[src/rtl/multicycle_control_pkg.sv]
// Shared encodings for the multi-cycle RV32I-subset sequencer: state codes,
// opcodes, funct3 branch codes and datapath select encodings.
package multicycle_control_pkg;

  typedef enum logic [2:0] {
    FETCH  = 3'd0,
    DECODE = 3'd1,
    EXEC   = 3'd2,
    MEM    = 3'd3,
    WB     = 3'd4
  } state_t;

  localparam logic [6:0] OP_R    = 7'b0110011;
  localparam logic [6:0] OP_I    = 7'b0010011;
  localparam logic [6:0] OP_LW   = 7'b0000011;
  localparam logic [6:0] OP_SW   = 7'b0100011;
  localparam logic [6:0] OP_BR   = 7'b1100011;
  localparam logic [6:0] OP_JAL  = 7'b1101111;
  localparam logic [6:0] OP_JALR = 7'b1100111;

  localparam logic [2:0] F3_BEQ = 3'b000;
  localparam logic [2:0] F3_BNE = 3'b001;
  localparam logic [2:0] F3_BLT = 3'b100;
  localparam logic [2:0] F3_BGE = 3'b101;

  localparam logic [1:0] ALUOP_ADD = 2'b00;
  localparam logic [1:0] ALUOP_R   = 2'b10;
  localparam logic [1:0] ALUOP_I   = 2'b11;

  localparam logic [1:0] PCSEL_PC4 = 2'b00;
  localparam logic [1:0] PCSEL_IMM = 2'b01;
  localparam logic [1:0] PCSEL_ALU = 2'b10;

  localparam logic [1:0] M2R_ALU  = 2'b00;
  localparam logic [1:0] M2R_MEM  = 2'b01;
  localparam logic [1:0] M2R_LINK = 2'b10;

  function automatic logic op_supported(input logic [6:0] op);
    logic ok;
    case (op)
      OP_R, OP_I, OP_LW, OP_SW, OP_BR, OP_JAL, OP_JALR: ok = 1'b1;
      default:                                          ok = 1'b0;
    endcase
    return ok;
  endfunction

endpackage

[src/rtl/multicycle_control_if.sv]
// Control bundle between the multi-cycle sequencer (master) and the datapath
// (slave): instruction fields and comparator flags in, datapath enables out.
interface multicycle_control_if;

  logic [6:0] opcode;
  logic [2:0] funct3;
  logic       BrEq;
  logic       BrLT;
  logic       mem_ready;
  logic       PCWrite;
  logic       IRWrite;
  logic       memRead;
  logic       memWrite;
  logic       regWrite;
  logic [1:0] memtoReg;
  logic [1:0] ALUOp;
  logic       ALUSrc;
  logic [1:0] PCSel;
  logic       IorD;
  logic       instr_done;
  logic       illegal;
  logic [2:0] state;

  modport master (
    input  opcode, funct3, BrEq, BrLT, mem_ready,
    output PCWrite, IRWrite, memRead, memWrite, regWrite, memtoReg,
           ALUOp, ALUSrc, PCSel, IorD, instr_done, illegal, state
  );

  modport slave (
    output opcode, funct3, BrEq, BrLT, mem_ready,
    input  PCWrite, IRWrite, memRead, memWrite, regWrite, memtoReg,
           ALUOp, ALUSrc, PCSel, IorD, instr_done, illegal, state
  );

endinterface

[src/rtl/multicycle_control_branch_resolve.sv]
// Branch-taken decision from funct3 and the comparator flags; purely
// combinational so a pipelined core can reuse it unchanged.
module multicycle_control_branch_resolve
  import multicycle_control_pkg::*;
(
  input  logic [2:0] funct3,
  input  logic       BrEq,
  input  logic       BrLT,
  output logic       taken
);

  // Map the four supported branch conditions; anything else never branches
  always_comb begin
    taken = 1'b0;
    case (funct3)
      F3_BEQ:  taken = BrEq;
      F3_BNE:  taken = ~BrEq;
      F3_BLT:  taken = BrLT;
      F3_BGE:  taken = ~BrLT;
      default: taken = 1'b0;
    endcase
  end

endmodule

[src/rtl/multicycle_control.sv]
// Multi-cycle sequencer: steps each instruction through FETCH/DECODE/EXEC/MEM/WB
// and drives the shared datapath enables, stalling on the memory ready handshake.
module multicycle_control
  import multicycle_control_pkg::*;
(
  input logic                  clk,
  input logic                  rst,
  multicycle_control_if.master bus
);

  state_t     state_r;
  state_t     state_nxt_s;
  logic [6:0] op_r;
  logic [2:0] f3_r;
  logic       taken_s;

  multicycle_control_branch_resolve u_branch_resolve (
    .funct3 (f3_r),
    .BrEq   (bus.BrEq),
    .BrLT   (bus.BrLT),
    .taken  (taken_s)
  );

  // State register and instruction-field copy; the IR only holds the new
  // instruction once DECODE is entered, so the copy is taken leaving DECODE
  always_ff @(posedge clk) begin
    if (rst) begin
      state_r <= FETCH;
      op_r    <= 7'd0;
      f3_r    <= 3'd0;
    end else begin
      state_r <= state_nxt_s;
      if (state_r == DECODE) begin
        op_r <= bus.opcode;
        f3_r <= bus.funct3;
      end
    end
  end

  // Datapath enables and next state; reset forces every output low at once
  always_comb begin
    bus.PCWrite    = 1'b0;
    bus.IRWrite    = 1'b0;
    bus.memRead    = 1'b0;
    bus.memWrite   = 1'b0;
    bus.regWrite   = 1'b0;
    bus.memtoReg   = M2R_ALU;
    bus.ALUOp      = ALUOP_ADD;
    bus.ALUSrc     = 1'b0;
    bus.PCSel      = PCSEL_PC4;
    bus.IorD       = 1'b0;
    bus.instr_done = 1'b0;
    bus.illegal    = 1'b0;
    bus.state      = FETCH;
    state_nxt_s    = FETCH;
    if (rst) begin
      state_nxt_s = FETCH;
    end else begin
      bus.state = state_r;
      case (state_r)
        FETCH: begin
          bus.memRead = 1'b1;
          if (bus.mem_ready) begin
            bus.IRWrite = 1'b1;
            bus.PCWrite = 1'b1;
            bus.PCSel   = PCSEL_PC4;
            state_nxt_s = DECODE;
          end else begin
            state_nxt_s = FETCH;
          end
        end
        DECODE: begin
          if (op_supported(bus.opcode)) begin
            state_nxt_s = EXEC;
          end else begin
            bus.illegal    = 1'b1;
            bus.instr_done = 1'b1;
            state_nxt_s    = FETCH;
          end
        end
        EXEC: begin
          case (op_r)
            OP_R: begin
              bus.ALUOp   = ALUOP_R;
              bus.ALUSrc  = 1'b0;
              state_nxt_s = WB;
            end
            OP_I: begin
              bus.ALUOp   = ALUOP_I;
              bus.ALUSrc  = 1'b1;
              state_nxt_s = WB;
            end
            OP_LW, OP_SW: begin
              bus.ALUOp   = ALUOP_ADD;
              bus.ALUSrc  = 1'b1;
              state_nxt_s = MEM;
            end
            OP_BR: begin
              bus.PCSel      = PCSEL_IMM;
              bus.PCWrite    = taken_s;
              bus.instr_done = 1'b1;
              state_nxt_s    = FETCH;
            end
            OP_JAL: begin
              bus.PCSel   = PCSEL_IMM;
              bus.PCWrite = 1'b1;
              state_nxt_s = WB;
            end
            OP_JALR: begin
              bus.ALUOp   = ALUOP_ADD;
              bus.ALUSrc  = 1'b1;
              bus.PCSel   = PCSEL_ALU;
              bus.PCWrite = 1'b1;
              state_nxt_s = WB;
            end
            default: state_nxt_s = FETCH;
          endcase
        end
        MEM: begin
          bus.IorD   = 1'b1;
          bus.ALUOp  = ALUOP_ADD;
          bus.ALUSrc = 1'b1;
          if (op_r == OP_SW) begin
            bus.memWrite = 1'b1;
          end else begin
            bus.memRead = 1'b1;
          end
          if (!bus.mem_ready) begin
            state_nxt_s = MEM;
          end else if (op_r == OP_SW) begin
            bus.instr_done = 1'b1;
            state_nxt_s    = FETCH;
          end else begin
            state_nxt_s = WB;
          end
        end
        WB: begin
          bus.regWrite   = 1'b1;
          bus.instr_done = 1'b1;
          state_nxt_s    = FETCH;
          case (op_r)
            OP_LW:           bus.memtoReg = M2R_MEM;
            OP_JAL, OP_JALR: bus.memtoReg = M2R_LINK;
            default:         bus.memtoReg = M2R_ALU;
          endcase
        end
        default: state_nxt_s = FETCH;
      endcase
    end
  end

endmodule

[src/flat_wrapper.sv]
// flat-port wrapper written by rule: the top's interface ports become plain ports
module multicycle_control_flat import multicycle_control_pkg::*;
  (clk, rst, bus_opcode, bus_funct3, bus_BrEq, bus_BrLT, bus_mem_ready, bus_PCWrite, bus_IRWrite, bus_memRead, bus_memWrite, bus_regWrite, bus_memtoReg, bus_ALUOp, bus_ALUSrc, bus_PCSel, bus_IorD, bus_instr_done, bus_illegal, bus_state);
  multicycle_control_if bus_i ();
  input logic clk;
  input logic rst;
  input wire logic [$bits(bus_i.opcode)-1:0] bus_opcode;
  input wire logic [$bits(bus_i.funct3)-1:0] bus_funct3;
  input wire logic [$bits(bus_i.BrEq)-1:0] bus_BrEq;
  input wire logic [$bits(bus_i.BrLT)-1:0] bus_BrLT;
  input wire logic [$bits(bus_i.mem_ready)-1:0] bus_mem_ready;
  output wire logic [$bits(bus_i.PCWrite)-1:0] bus_PCWrite;
  output wire logic [$bits(bus_i.IRWrite)-1:0] bus_IRWrite;
  output wire logic [$bits(bus_i.memRead)-1:0] bus_memRead;
  output wire logic [$bits(bus_i.memWrite)-1:0] bus_memWrite;
  output wire logic [$bits(bus_i.regWrite)-1:0] bus_regWrite;
  output wire logic [$bits(bus_i.memtoReg)-1:0] bus_memtoReg;
  output wire logic [$bits(bus_i.ALUOp)-1:0] bus_ALUOp;
  output wire logic [$bits(bus_i.ALUSrc)-1:0] bus_ALUSrc;
  output wire logic [$bits(bus_i.PCSel)-1:0] bus_PCSel;
  output wire logic [$bits(bus_i.IorD)-1:0] bus_IorD;
  output wire logic [$bits(bus_i.instr_done)-1:0] bus_instr_done;
  output wire logic [$bits(bus_i.illegal)-1:0] bus_illegal;
  output wire logic [$bits(bus_i.state)-1:0] bus_state;
  assign bus_i.opcode = bus_opcode;
  assign bus_i.funct3 = bus_funct3;
  assign bus_i.BrEq = bus_BrEq;
  assign bus_i.BrLT = bus_BrLT;
  assign bus_i.mem_ready = bus_mem_ready;
  assign bus_PCWrite = bus_i.PCWrite;
  assign bus_IRWrite = bus_i.IRWrite;
  assign bus_memRead = bus_i.memRead;
  assign bus_memWrite = bus_i.memWrite;
  assign bus_regWrite = bus_i.regWrite;
  assign bus_memtoReg = bus_i.memtoReg;
  assign bus_ALUOp = bus_i.ALUOp;
  assign bus_ALUSrc = bus_i.ALUSrc;
  assign bus_PCSel = bus_i.PCSel;
  assign bus_IorD = bus_i.IorD;
  assign bus_instr_done = bus_i.instr_done;
  assign bus_illegal = bus_i.illegal;
  assign bus_state = bus_i.state;
  multicycle_control u_core (.clk(clk), .rst(rst), .bus(bus_i));
endmodule
[config.mk]
export PLATFORM = sky130hd
export DESIGN_NAME = multicycle_control_flat
export DESIGN_NICKNAME = d
export VERILOG_FILES = /design/src/rtl/multicycle_control_pkg.sv /design/src/rtl/multicycle_control_if.sv /design/src/rtl/multicycle_control_branch_resolve.sv /design/src/rtl/multicycle_control.sv /design/src/flat_wrapper.sv
export SDC_FILE = /design/constraint.sdc
export NUM_CORES = 1
export LEC_CHECK = 0
export CORE_MARGIN = 4
export CORE_UTILIZATION = 43
export CTS_BUF_LIST = sky130_fd_sc_hd__clkbuf_16
export DETAILED_ROUTE_END_ITERATION = 12
export GPL_TIMING_DRIVEN = 0
export PLACE_DENSITY_LB_ADDON = 0.1
export SKIP_CTS_REPAIR_TIMING = 1
export SLEW_MARGIN = 20
export SYNTH_ARGS = -nofsm -noshare
export SYNTH_HDL_FRONTEND = slang
export SYNTH_SLANG_ARGS = --single-unit
[constraint.sdc]
create_clock -name clk -period 1.65 [get_ports clk]
set_clock_uncertainty 0.05 [all_clocks]
set_input_delay 0.2475 -clock clk [delete_from_list [all_inputs] [get_ports clk]]
set_output_delay 0.2475 -clock clk [all_outputs]
set_load 0.005 [all_outputs]
# Word level (Yosys, flattened, before mapping)
# Cells that the tools add are included.
[totals]
regBits = 13
inputBits = 15
word_cells = 80
[classes]
eq_ne = 21
n_mux = 46
bitwise_logic = 2
reduce_logical = 8
[op_table]
columns = ["cell", "n"]
rows = [
  ["$eq A7 B7 Y1 const B", 6],
  ["$eq A7 B6 Y1 const B", 4],
  ["$mux W1", 25],
  ["$eq A7 B2 Y1 const B", 2],
  ["$eq A7 B5 Y1 const B", 2],
  ["$mux W2", 7],
  ["$pmux W2 S2", 3],
  ["$pmux W3 S4", 1],
  ["$eq A3 B3 Y1 const B", 3],
  ["$mux W3", 3],
  ["$pmux W1 S2", 4],
  ["$pmux W1 S4", 2],
  ["$reduce_or A4 Y1", 2],
  ["$reduce_or A7 Y1", 1],
  ["$eq A3 B1 Y1 const B", 2],
  ["$eq A3 B2 Y1 const B", 2],
  ["$logic_not A3 Y1", 2],
  ["$pmux W3 S2", 1],
  ["$reduce_or A2 Y1", 3],
  ["$not A1 Y1", 2],
]

# Longest topological paths before layout
# Gate-level depths: netlist of the first run.
[depth]
ltp_word = 8
ltp_mapped = 6

# Hierarchy
# A second synthesis of the first run with hierarchy kept.
[hier_totals]
hier_cells = 119
hier_area_um2 = 874.6
[by_module_without_submodules]
columns = ["mod", "instances", "cells_per_inst", "area_each_um2"]
rows = [
  ["multicycle_control", 1, 115, 843.3],
  ["multicycle_control_branch_resolve", 1, 4, 31.3],
]

# Least setup slack after synthesis of the first run
# No wires, ideal clock.
[synth_path]
path_kind = "register to output"
start = "reg u_core.op_r[2]"
end = "out bus_ALUOp[0]"
arrival_ns = 1.209
t_required_ns = 1.352
setup_slack_ns = 0.143
stages_incl_launch_ff = 6
cell_sequence = "dfxtp_1 -> buf_6 -> or3_4 -> nor2_2 -> and3_1 -> and2b_1"
[synth_via]
elab_chain_cells = 4
word_cells_on_any_way = 5
[synth_lines]
columns = ["item", "line_no", "source"]
rows = [
  ["from (decl)", "multicycle_control.sv:13", "logic [6:0] op_r;"],
  ["from (signal assigned)", "multicycle_control.sv:34", "op_r <= bus.opcode;"],
  ["$eq A7 B5 Y1 / $eq A7 B6 Y1 (equally long branches)", "multicycle_control.sv:82", "case (op_r)"],
  ["$pmux W2 S2 (*)", "multicycle_control.sv:82", ""],
  ["$mux W2 (*)", "multicycle_control.sv:60", "case (state_r)"],
  ["$mux W2 (*)", "multicycle_control.sv:56", "if (rst) begin"],
  ["to (decl)", "flat_wrapper.sv:18", "output wire logic [$bits(bus_i.ALUOp)-1:0] bus_ALUOp;"],
]
# Every way passes the cells marked *; elsewhere a longest branch is shown, timed or not.

# Final worst setup path of the first run
[layout_path]
start = "reg u_core.op_r[2]"
end = "out bus_memtoReg[0]"
[layout_via]
elab_chain_cells = 5
word_cells_on_any_way = 7
[layout_lines]
columns = ["item", "line_no", "source"]
rows = [
  ["$eq A7 B7 Y1", "multicycle_control.sv:141", "case (op_r)"],
  ["$reduce_or A2 Y1 (no line)", "n/a", ""],
  ["$pmux W2 S2 (*)", "multicycle_control.sv:141", ""],
  ["$mux W2 (*)", "multicycle_control.sv:60", ""],
  ["$mux W2 (*)", "multicycle_control.sv:56", ""],
  ["to (decl)", "flat_wrapper.sv:17", "output wire logic [$bits(bus_i.memtoReg)-1:0] bus_memtoReg;"],
]
# Marked as above.

==> metrics.md, run 1 <==
| Metric | Value |
|---|---|
| Result of the run | `finished, violations left` |
| Failing checks | `negative setup slack` |
| CTS tree | `built` |
| Design Area, Final | `between 1500 and 2000 um2` |
| Final Total Pwr | `about 980 uW` |
| Highest net fanout along the worst path | `8` |
| Number of slew-limit violations in the final report | `0` |
| Crit path launch type | `register` |
| Diode count | `0` |
| Global placement routability congestion | `0.900` |
| Critical Path Source | `u_core.op_r[2]$_SDFFE_PP0P_` |
| Chip width | `between 50 and 60 um` |
| Syn avg cell area | `7.60 um2` |
| Synthesis-to-layout area growth | `70.9%` |
| Critical path data required time | `~1.4 ns` |
| Post-synth design cell area | `roughly 890 um2` |
| Crit path setup slack, layout | `-0.361 ns` |
| GRT busiest layer | `met2` |
| Critical path capture point type | `output pin` |
| Num Clock Sinks | `13` |
| Area share of fa/ha/maj cells after synthesis | `0` |
| Ratio of cells with drive above 1 in the final layout | `0.376` |
| Aggregate negative setup slack | `-1.70 ns` |
| H-Tree Level Count | `1` |
| Parity-gate share of the synthesized area counting xor and xnor cells | `0.0197` |
| Cts bufs inserted | `3` |
| Cell at the root of the clock tree | `clkbuf_16` |
| Dominant combinational cell family by area after synthesis | `simple AND/OR/NAND/NOR gates` |
| Launching point of the worst reg2reg path | `u_core.op_r[2]$_SDFFE_PP0P_` |
| Max frequency | `497 MHz` |
| Share of the synthesized area in compound gates (AO/OA/AOI/OAI) | `0.238` |
| Final wirelength | `roughly 3200 um` |
| M3 GR Usage | `0.0254` |
| Total track usage | `0.196` |
| Antenna violations before repair | `0` |
| Gr ovfl total | `0` |
| Syn Nets | `about 130` |
| Worst Hold Slack | `roughly 0.18 ns` |
| Die span in y | `53.5 um` |
| Dominant register cell in the synthesized netlist | `dfxtp_1` |
| Max Cap Violations | `0` |
| Count of vias placed by the detailed router | `roughly 1,100` |
| CTS Buffer Depth | `2` |
| Initial drt markers | `41` |
| RSZ-0062 raised after global routing | `true` |
| Clock Latency Late Sink | `~0.24 ns` |
| Standby leakage power | `0.770 nW` |
| Transition time at the pin with the least slew margin | `between 0.4 and 0.5 ns` |
| Drt wl/cell | `approximately 17 um` |
| Final setup violation count | `11` |
| Sum of net half-perimeters after detailed placement | `roughly 1900 um` |
| I/O pin count | `33` |
| Power density over the cells | `about 640 nW/um2` |
| Reg2reg path depth | `7` |
| Worst EP arrival | `between 1.5 and 2 ns` |
| Post-synthesis sequential element count | `13` |
| Global Route met2 Usage | `0.329` |
| Pin count of the biggest net entering global routing | `11` |
| Number of standard-cell rows in the floorplan | `16` |
| Post-synth top area cell | `dfxtp_1` |
| Clock period minus final worst setup slack | `between 2 and 2.5 ns` |
| Type of the worst setup path | `register to output pin` |
| Cells after synthesis | `117` |
| Vias per cell | `5.65` |
| Post-synthesis mux area share | `0.0113` |
| Number of detailed-routing iterations run before antenna repair | `4` |
| DR DRC count | `0` |
| CTS clock-pin slew for the worst setup and hold paths | `about 0.04 ns` |
| Period utilization | `1.22` |
| Number of nets in the layout | `about 180` |
| Worst Setup Slack post-DPL | `-0.514 ns` |
| Share of the synthesized area in the top cell type | `0.293` |
| Worst Hold Class | `input pin to register` |
| Main area contributors after synthesis | `dfxtp_1, a21oi_1, nand2_1` |
| Distinct cell type count after synthesis | `43` |
| Synth warn | `0` |
| Worst rel slew slack | `0.705` |
| Global-route wire length before repair | `between 4000 and 5000 um` |
| Worst VDD drop | `a little under 0.7 mV` |
| Grt met1 use | `0.247` |
| Port Buffer Count | `31` |
| Initial cell density of the core | `0.453` |
| Post-DP Area | `around 1200 um2` |
| Hold violation count in the final report | `0` |
| Core area | `between 1500 and 2000 um2` |
| Share of flip-flops with an asynchronous set or reset after synthesis | `0` |
| Vias in the first global route | `about 890` |
| Area share of and/or/nand/nor cells after synthesis | `0.343` |
| Commonest non-fill, non-tap cells in the layout | `nand2_1, buf_4, a21oi_1, dlymetal6s2s_1, clkdlybuf4s50_1` |
| Post-synthesis sequential area ratio | `0.293` |
| Number of cells traversed by the worst hold path | `2` |
| Worst Hold Launch | `rst` |
| Total Die Area | `roughly 2900 um2` |
| Number of enable flip-flop cells after synthesis | `0` |
| Number of nets with antenna violations after detailed routing | `0` |
==> critical path, stage by stage, from the launching register on <==
cell and delay, ns:
dfxtp_1 0.31, buf_6 0.13, or3_4 0.37, buf_6 0.14, nor3_4 0.17, nor3b_2 0.21
buf_2 0.14
==> through the flow <==
stage           util  cells
6_report       0.775    192
5_1_grt        0.775    192
2_1_floorplan      -    117
4_1_cts        0.669    179
3_3_place_gp   0.629    175
3_5_place_dp   0.629    175
==> synth_stat cells (2+ instances only) <==
cell	instances
nor2b_1	3
o21ai_1	9
nor2_1	12
nand2b_1	3
nor3_1	3
nor3_2	2
buf_2	2
a21oi_1	12
dfxtp_1	13
buf_6	3
inv_1	3
nand3_1	2
nand2_1	16
o21ai_0	3
and3_1	3
==> kinds of logic after synthesis <==
family                    count (synthesis)
DFF                                      13
buffers and inverters                    11
and+or+nand+nor                          55
muxes                                     1
xor gates and xnor gates                  2
AOI/OAI and AO/OA                        35
==> registers in the layout, summed over array words and instances (netlist names) <==
| register | flops |
|---|---|
| u_core.f3_r | 3 |
| u_core.op_r | 7 |
| u_core.state_r | 3 |
==> layer usage <==
layer / part of all wire / up-vias
met5: 0 / -
met4: 0.019 / 0
met3: 0.073 / 6
met2: 0.51 / 57
met1: 0.40 / 511
li1: - / 511
==> path summary, 6_finish.rpt <==
| path | slack [ns] | endpoint |
|---|---|---|
| worst max register to register | 0.08 | u_core.state_r[0]$_SDFF_PP0_ |
| worst min register to register | 0.44 | u_core.f3_r[1]$_SDFFE_PP0P_ |
| worst min-delay path | 0.18 | u_core.op_r[0]$_SDFFE_PP0P_ |
| worst max-delay path | -0.36 | bus_memtoReg[0] |
==> cell type report <==
cell class,instances,area (um2)
multi-input combinational,93,649
fill,145,442
timing repair buffer,44,395
sequential,13,272
buffer,8,80.1
clock buffer,3,75.1
tap,27,33.8
inverter,3,11.3
clock inverter,1,3.75
==> power by group <==
part | leakage [nW] | total [mW] | internal (mW) | switching, mW
clock | 0.0423 | 0.457 | 0.320 | 0.137
sequential | 0.109 | 0.340 | 0.327 | 0.0132
combinational | 0.619 | 0.181 | 0.0949 | 0.0858
(Power assumes the default switching activity.)
==> inputs of run 2 (changes only) <==
Settings changed: ABC_AREA set to 1.
==> run 2 against run 1 <==
The run still ends with negative setup slack left. Via count increased by 15%. Setup slack improved by 0.050 ns. Area after synthesis decreased by 0.70%. Final cell count increased by 21%. Power grew 3.1%.
==> metrics.md, run 2 <==
| Metric | Value |
|---|---|
| Core area | `1960 um2 (unchanged)` |
| Launching point of the worst reg2reg path | `u_core.state_r[0]$_SDFF_PP0_ (was u_core.op_r[2]$_SDFFE_PP0P_)` |
| Total Die Area | `2840 um2 (was 2860 um2)` |
| Worst EP arrival | `1.66 ns (was 1.71 ns)` |
| Number of slew-limit violations in the final report | `0 (unchanged)` |
| H-Tree Level Count | `1 (unchanged)` |
| CTS Buffer Depth | `2 (unchanged)` |
| Initial drt markers | `49 (was 41)` |
| Final Instance Count excl. Fillers | `233 (was 192)` |
| Cts bufs inserted | `3 (unchanged)` |
| Commonest non-fill, non-tap cells in the layout | `nand2_1, nor2_1, inv_1 (was nand2_1, buf_4, a21oi_1, dlymetal6s2s_1, clkdlybuf4s50_1)` |
| Setup crit end | `bus_instr_done (was bus_memtoReg[0])` |
| Count of vias placed by the detailed router | `1,243 (was 1,085)` |
| Final setup violation count | `11 (unchanged)` |
| Worst stage delay on the critical path | `0.36 ns (was 0.37 ns)` |
| Worst VDD drop | `0.663 mV (was 0.694 mV)` |
| Ratio of cells with drive above 1 in the final layout | `0.369 (was 0.376)` |
| Initial cell density of the core | `0.450 (was 0.453)` |
| Number of enable flip-flop cells after synthesis | `0 (unchanged)` |
| Register with the highest flop count | `u_core.op_r (unchanged)` |
| Worst Hold Slack | `0.429 ns (was 0.181 ns)` |
| Share of flip-flops with an asynchronous set or reset after synthesis | `0 (unchanged)` |
| Syn avg cell area | `5.63 um2 (was 7.60 um2)` |
| Total track usage | `0.180 (was 0.196)` |
| Main area contributors after synthesis | `dfxtp_1, nand2_1, nor2_1 (was dfxtp_1, a21oi_1, nand2_1)` |
| Antenna violations before repair | `0 (unchanged)` |
| Number of detailed-routing iterations run before antenna repair | `5 (was 4)` |
| Commonest cells in the netlist | `nand2_1, nor2_1, inv_1 (was nand2_1, dfxtp_1, a21oi_1, nor2_1, o21ai_1)` |
| Worst path most repeated cell | `nor2_1 (was buf_6)` |
| RSZ-0062 raised after global routing | `true (unchanged)` |
| Syn Nets | `172 (was 132)` |
| Diode count | `0 (unchanged)` |
| Clock period minus final worst setup slack | `1.96 ns (was 2.01 ns)` |
| Sum of buffers and inverters on the critical path | `3 (unchanged)` |
| Gr ovfl total | `0 (unchanged)` |
| Number of nets with antenna violations after detailed routing | `0 (unchanged)` |
| Crit path launch type | `register (unchanged)` |
| Global placement routability congestion | `0.870 (was 0.900)` |
| Most common cell after layout, fill and taps aside | `nand2_1` |
| Final Total Pwr | `1.01 mW (was 977 uW)` |
| Number of cells on the critical path | `8 (was 6)` |
| Share of the synthesized area in the top cell type | `0.295 (was 0.293)` |
| Num Clock Sinks | `13 (unchanged)` |
| GRT busiest layer | `met2 (unchanged)` |
| Number of nets in the layout | `222 (was 181)` |
| Flip-flop and latch area | `283 um2 (was 272 um2)` |
| Cell family contributing the most delay on the critical path | `simple AND/OR/NAND/NOR gates (unchanged)` |
| List of cells traversed by the critical path | `buf_12 > nor3_4 > buf_6 > nand3_1 > nand2_1 > nor2_1 > nor2_1 > clkbuf_2 (was buf_6 > or3_4 > buf_6 > nor3_4 > nor3b_2 > buf_2)` |
| Highest net fanout along the worst path | `4 (was 8)` |
| Global-route wire length before repair | `3820 um (was 4050 um)` |
| Period utilization | `1.19 (was 1.22)` |
| Post-synth design cell area | `883 um2 (was 890 um2)` |
| Endpoint of the lowest-slack register-to-register path | `u_core.f3_r[1]$_SDFFE_PP0P_ (was u_core.state_r[0]$_SDFF_PP0_)` |
| Critical path data required time | `1.35 ns (about the same)` |
| Pin count of the biggest net entering global routing | `11 (unchanged)` |
| Critical path capture point type | `output pin (unchanged)` |
| Post-synthesis sequential area ratio | `0.295 (was 0.293)` |
| Vias per cell | `5.33 (was 5.65)` |
| Cells after synthesis | `157 (was 117)` |
| Power density over the cells | `644 nW/um2 (was 643 nW/um2)` |
| Utilization after layout | `0.797 (was 0.775)` |
| Result of the run | `finished, violations left (unchanged)` |
| CTS tree | `built (unchanged)` |
| Top flop regs | `u_core.op_r x7, u_core.f3_r x3, u_core.state_r x3 (unchanged)` |
| Synth warn | `0 (unchanged)` |
| Sum of net half-perimeters after detailed placement | `1870 um (was 1900 um)` |
| Number of standard-cell rows in the floorplan | `16 (unchanged)` |
| Die span in y | `53.3 um (was 53.5 um)` |
| I/O pin count | `33 (unchanged)` |
| Hold violation count in the final report | `0 (unchanged)` |
| Clock Latency Late Sink | `0.24 ns (about the same)` |
| Synthesis-to-layout area growth | `76.9% (was 70.9%)` |
| Transition time at the pin with the least slew margin | `0.440 ns (was 0.443 ns)` |
| Post-placement cell count | `216 (was 175)` |
| Final wirelength | `3470 um (was 3170 um)` |
| Grt met1 use | `0.211 (was 0.247)` |
| Critical Path Source | `u_core.state_r[2]$_SDFF_PP0_ (was u_core.op_r[2]$_SDFFE_PP0P_)` |
| Max frequency | `510 MHz (was 497 MHz)` |
| Max reg flops | `7 (unchanged)` |
| DR DRC count | `0 (unchanged)` |
| Worst Hold Class | `register to register (was input pin to register)` |
| Combined area of the multi-input logic cells | `634 um2 (was 649 um2)` |
| Max Cap Violations | `0 (unchanged)` |
| Library cell with the highest instance count after synthesis | `nand2_1 (unchanged)` |
| Vias in the first global route | `952 (was 891)` |
| Crit path max-delay cell type | `dfxtp_4 (was or3_4)` |
| Chip width | `53.3 um (was 53.5 um)` |
| Failing checks | `negative setup slack (unchanged)` |
| CTS clock-pin slew for the worst setup and hold paths | `0.05 ns (was 0.04 ns)` |
| Post-synth top area cell | `dfxtp_1 (unchanged)` |
| Post-synthesis sequential element count | `13 (unchanged)` |
| Setup slack, reg-to-reg | `0.16 ns (was 0.08 ns)` |
| Cell at the root of the clock tree | `clkbuf_16 (unchanged)` |
| Global Route met2 Usage | `0.310 (was 0.329)` |
| Reg2reg path depth | `8 (was 7)` |
| Port Buffer Count | `32 (was 31)` |
| Worst rel slew slack | `0.707 (was 0.705)` |
| Dominant register cell in the synthesized netlist | `dfxtp_1 (unchanged)` |
| Distinct cell type count after synthesis | `16 (was 43)` |
| Standby leakage power | `0.810 nW (was 0.770 nW)` |
| Drt wl/cell | `14.9 um (was 16.5 um)` |
| M3 GR Usage | `0.0366 (was 0.0254)` |
| Worst Setup Slack post-DPL | `-0.545 ns (was -0.514 ns)` |
| Type of the worst setup path | `register to output pin (unchanged)` |
| Total of fill cells in the finished design | `139 (was 145)` |
| Crit path setup slack, layout | `-0.312 ns (was -0.361 ns)` |
run 2: layout make-up:
| class | instances | share of cell area |
|---|---|---|
| inverters | 25 | 0.0665 |
| clock inverters | 1 | 0.00240 |
| plain buffers | 3 | 0.0168 |
| multi-input cells | 116 | 0.406 |
| well taps | 27 | 0.0216 |
| clock buffers | 3 | 0.0480 |
| repair buffers | 45 | 0.258 |
| flip-flops and latches | 13 | 0.181 |
run 2: through the flow:
step	setup TNS, ns	area [um2]
2_1_floorplan	0	883
6_report	-1.15	1560
3_3_place_gp	-5.27	1240
5_1_grt	-1.98	1560
4_1_cts	-7.40	1320
3_5_place_dp	-5.64	1240
run 2: logic make-up after synthesis:
group	synth area share
compound gates	0.135
flops	0.295
buf+inv	0.127
simple gates	0.443
run 2: where the power goes:
part | leakage [nW] | switching [mW] | internal (mW)
combinational | 0.656 | 0.105 | 0.0929
clock | 0.0423 | 0.137 | 0.320
sequential | 0.111 | 0.0212 | 0.331
total | 0.810 | 0.263 | 0.743
run 2: worst min path at each step:
stage / start / to / slack (ns) / cells after the start
after global routing: u_core.f3_r[1]$_SDFFE_PP0P_ / u_core.f3_r[1]$_SDFFE_PP0P_ / 0.45 / 2
final: u_core.f3_r[2]$_SDFFE_PP0P_ / u_core.f3_r[2]$_SDFFE_PP0P_ / 0.43 / 2
after CTS: u_core.f3_r[1]$_SDFFE_PP0P_ / u_core.f3_r[1]$_SDFFE_PP0P_ / 0.40 / 2
after global placement: u_core.f3_r[1]$_SDFFE_PP0P_ / u_core.f3_r[1]$_SDFFE_PP0P_ / 0.40 / 2
after detailed placement: u_core.f3_r[1]$_SDFFE_PP0P_ / u_core.f3_r[1]$_SDFFE_PP0P_ / 0.39 / 2
after floorplan: bus_opcode[0] / u_core.op_r[0]$_SDFFE_PP0P_ / 0.33 / 2
run 2: worst reg2reg max path: stages, from the launching register on:
cell	delay, ns
dfxtp_4	0.37
inv_6	0.05
buf_6	0.11
nor3_4	0.23
buf_4	0.18
inv_2	0.05
buf_6	0.14
o21ai_2	0.13
a21oi_1	0.06
run 2: metal layers:
metal / routed length (um) / share of wire
met1: 1360 / 0.39
met2: 1770 / 0.51
met3: 254 / 0.073
met4: 94 / 0.027
met5: 0 / 0
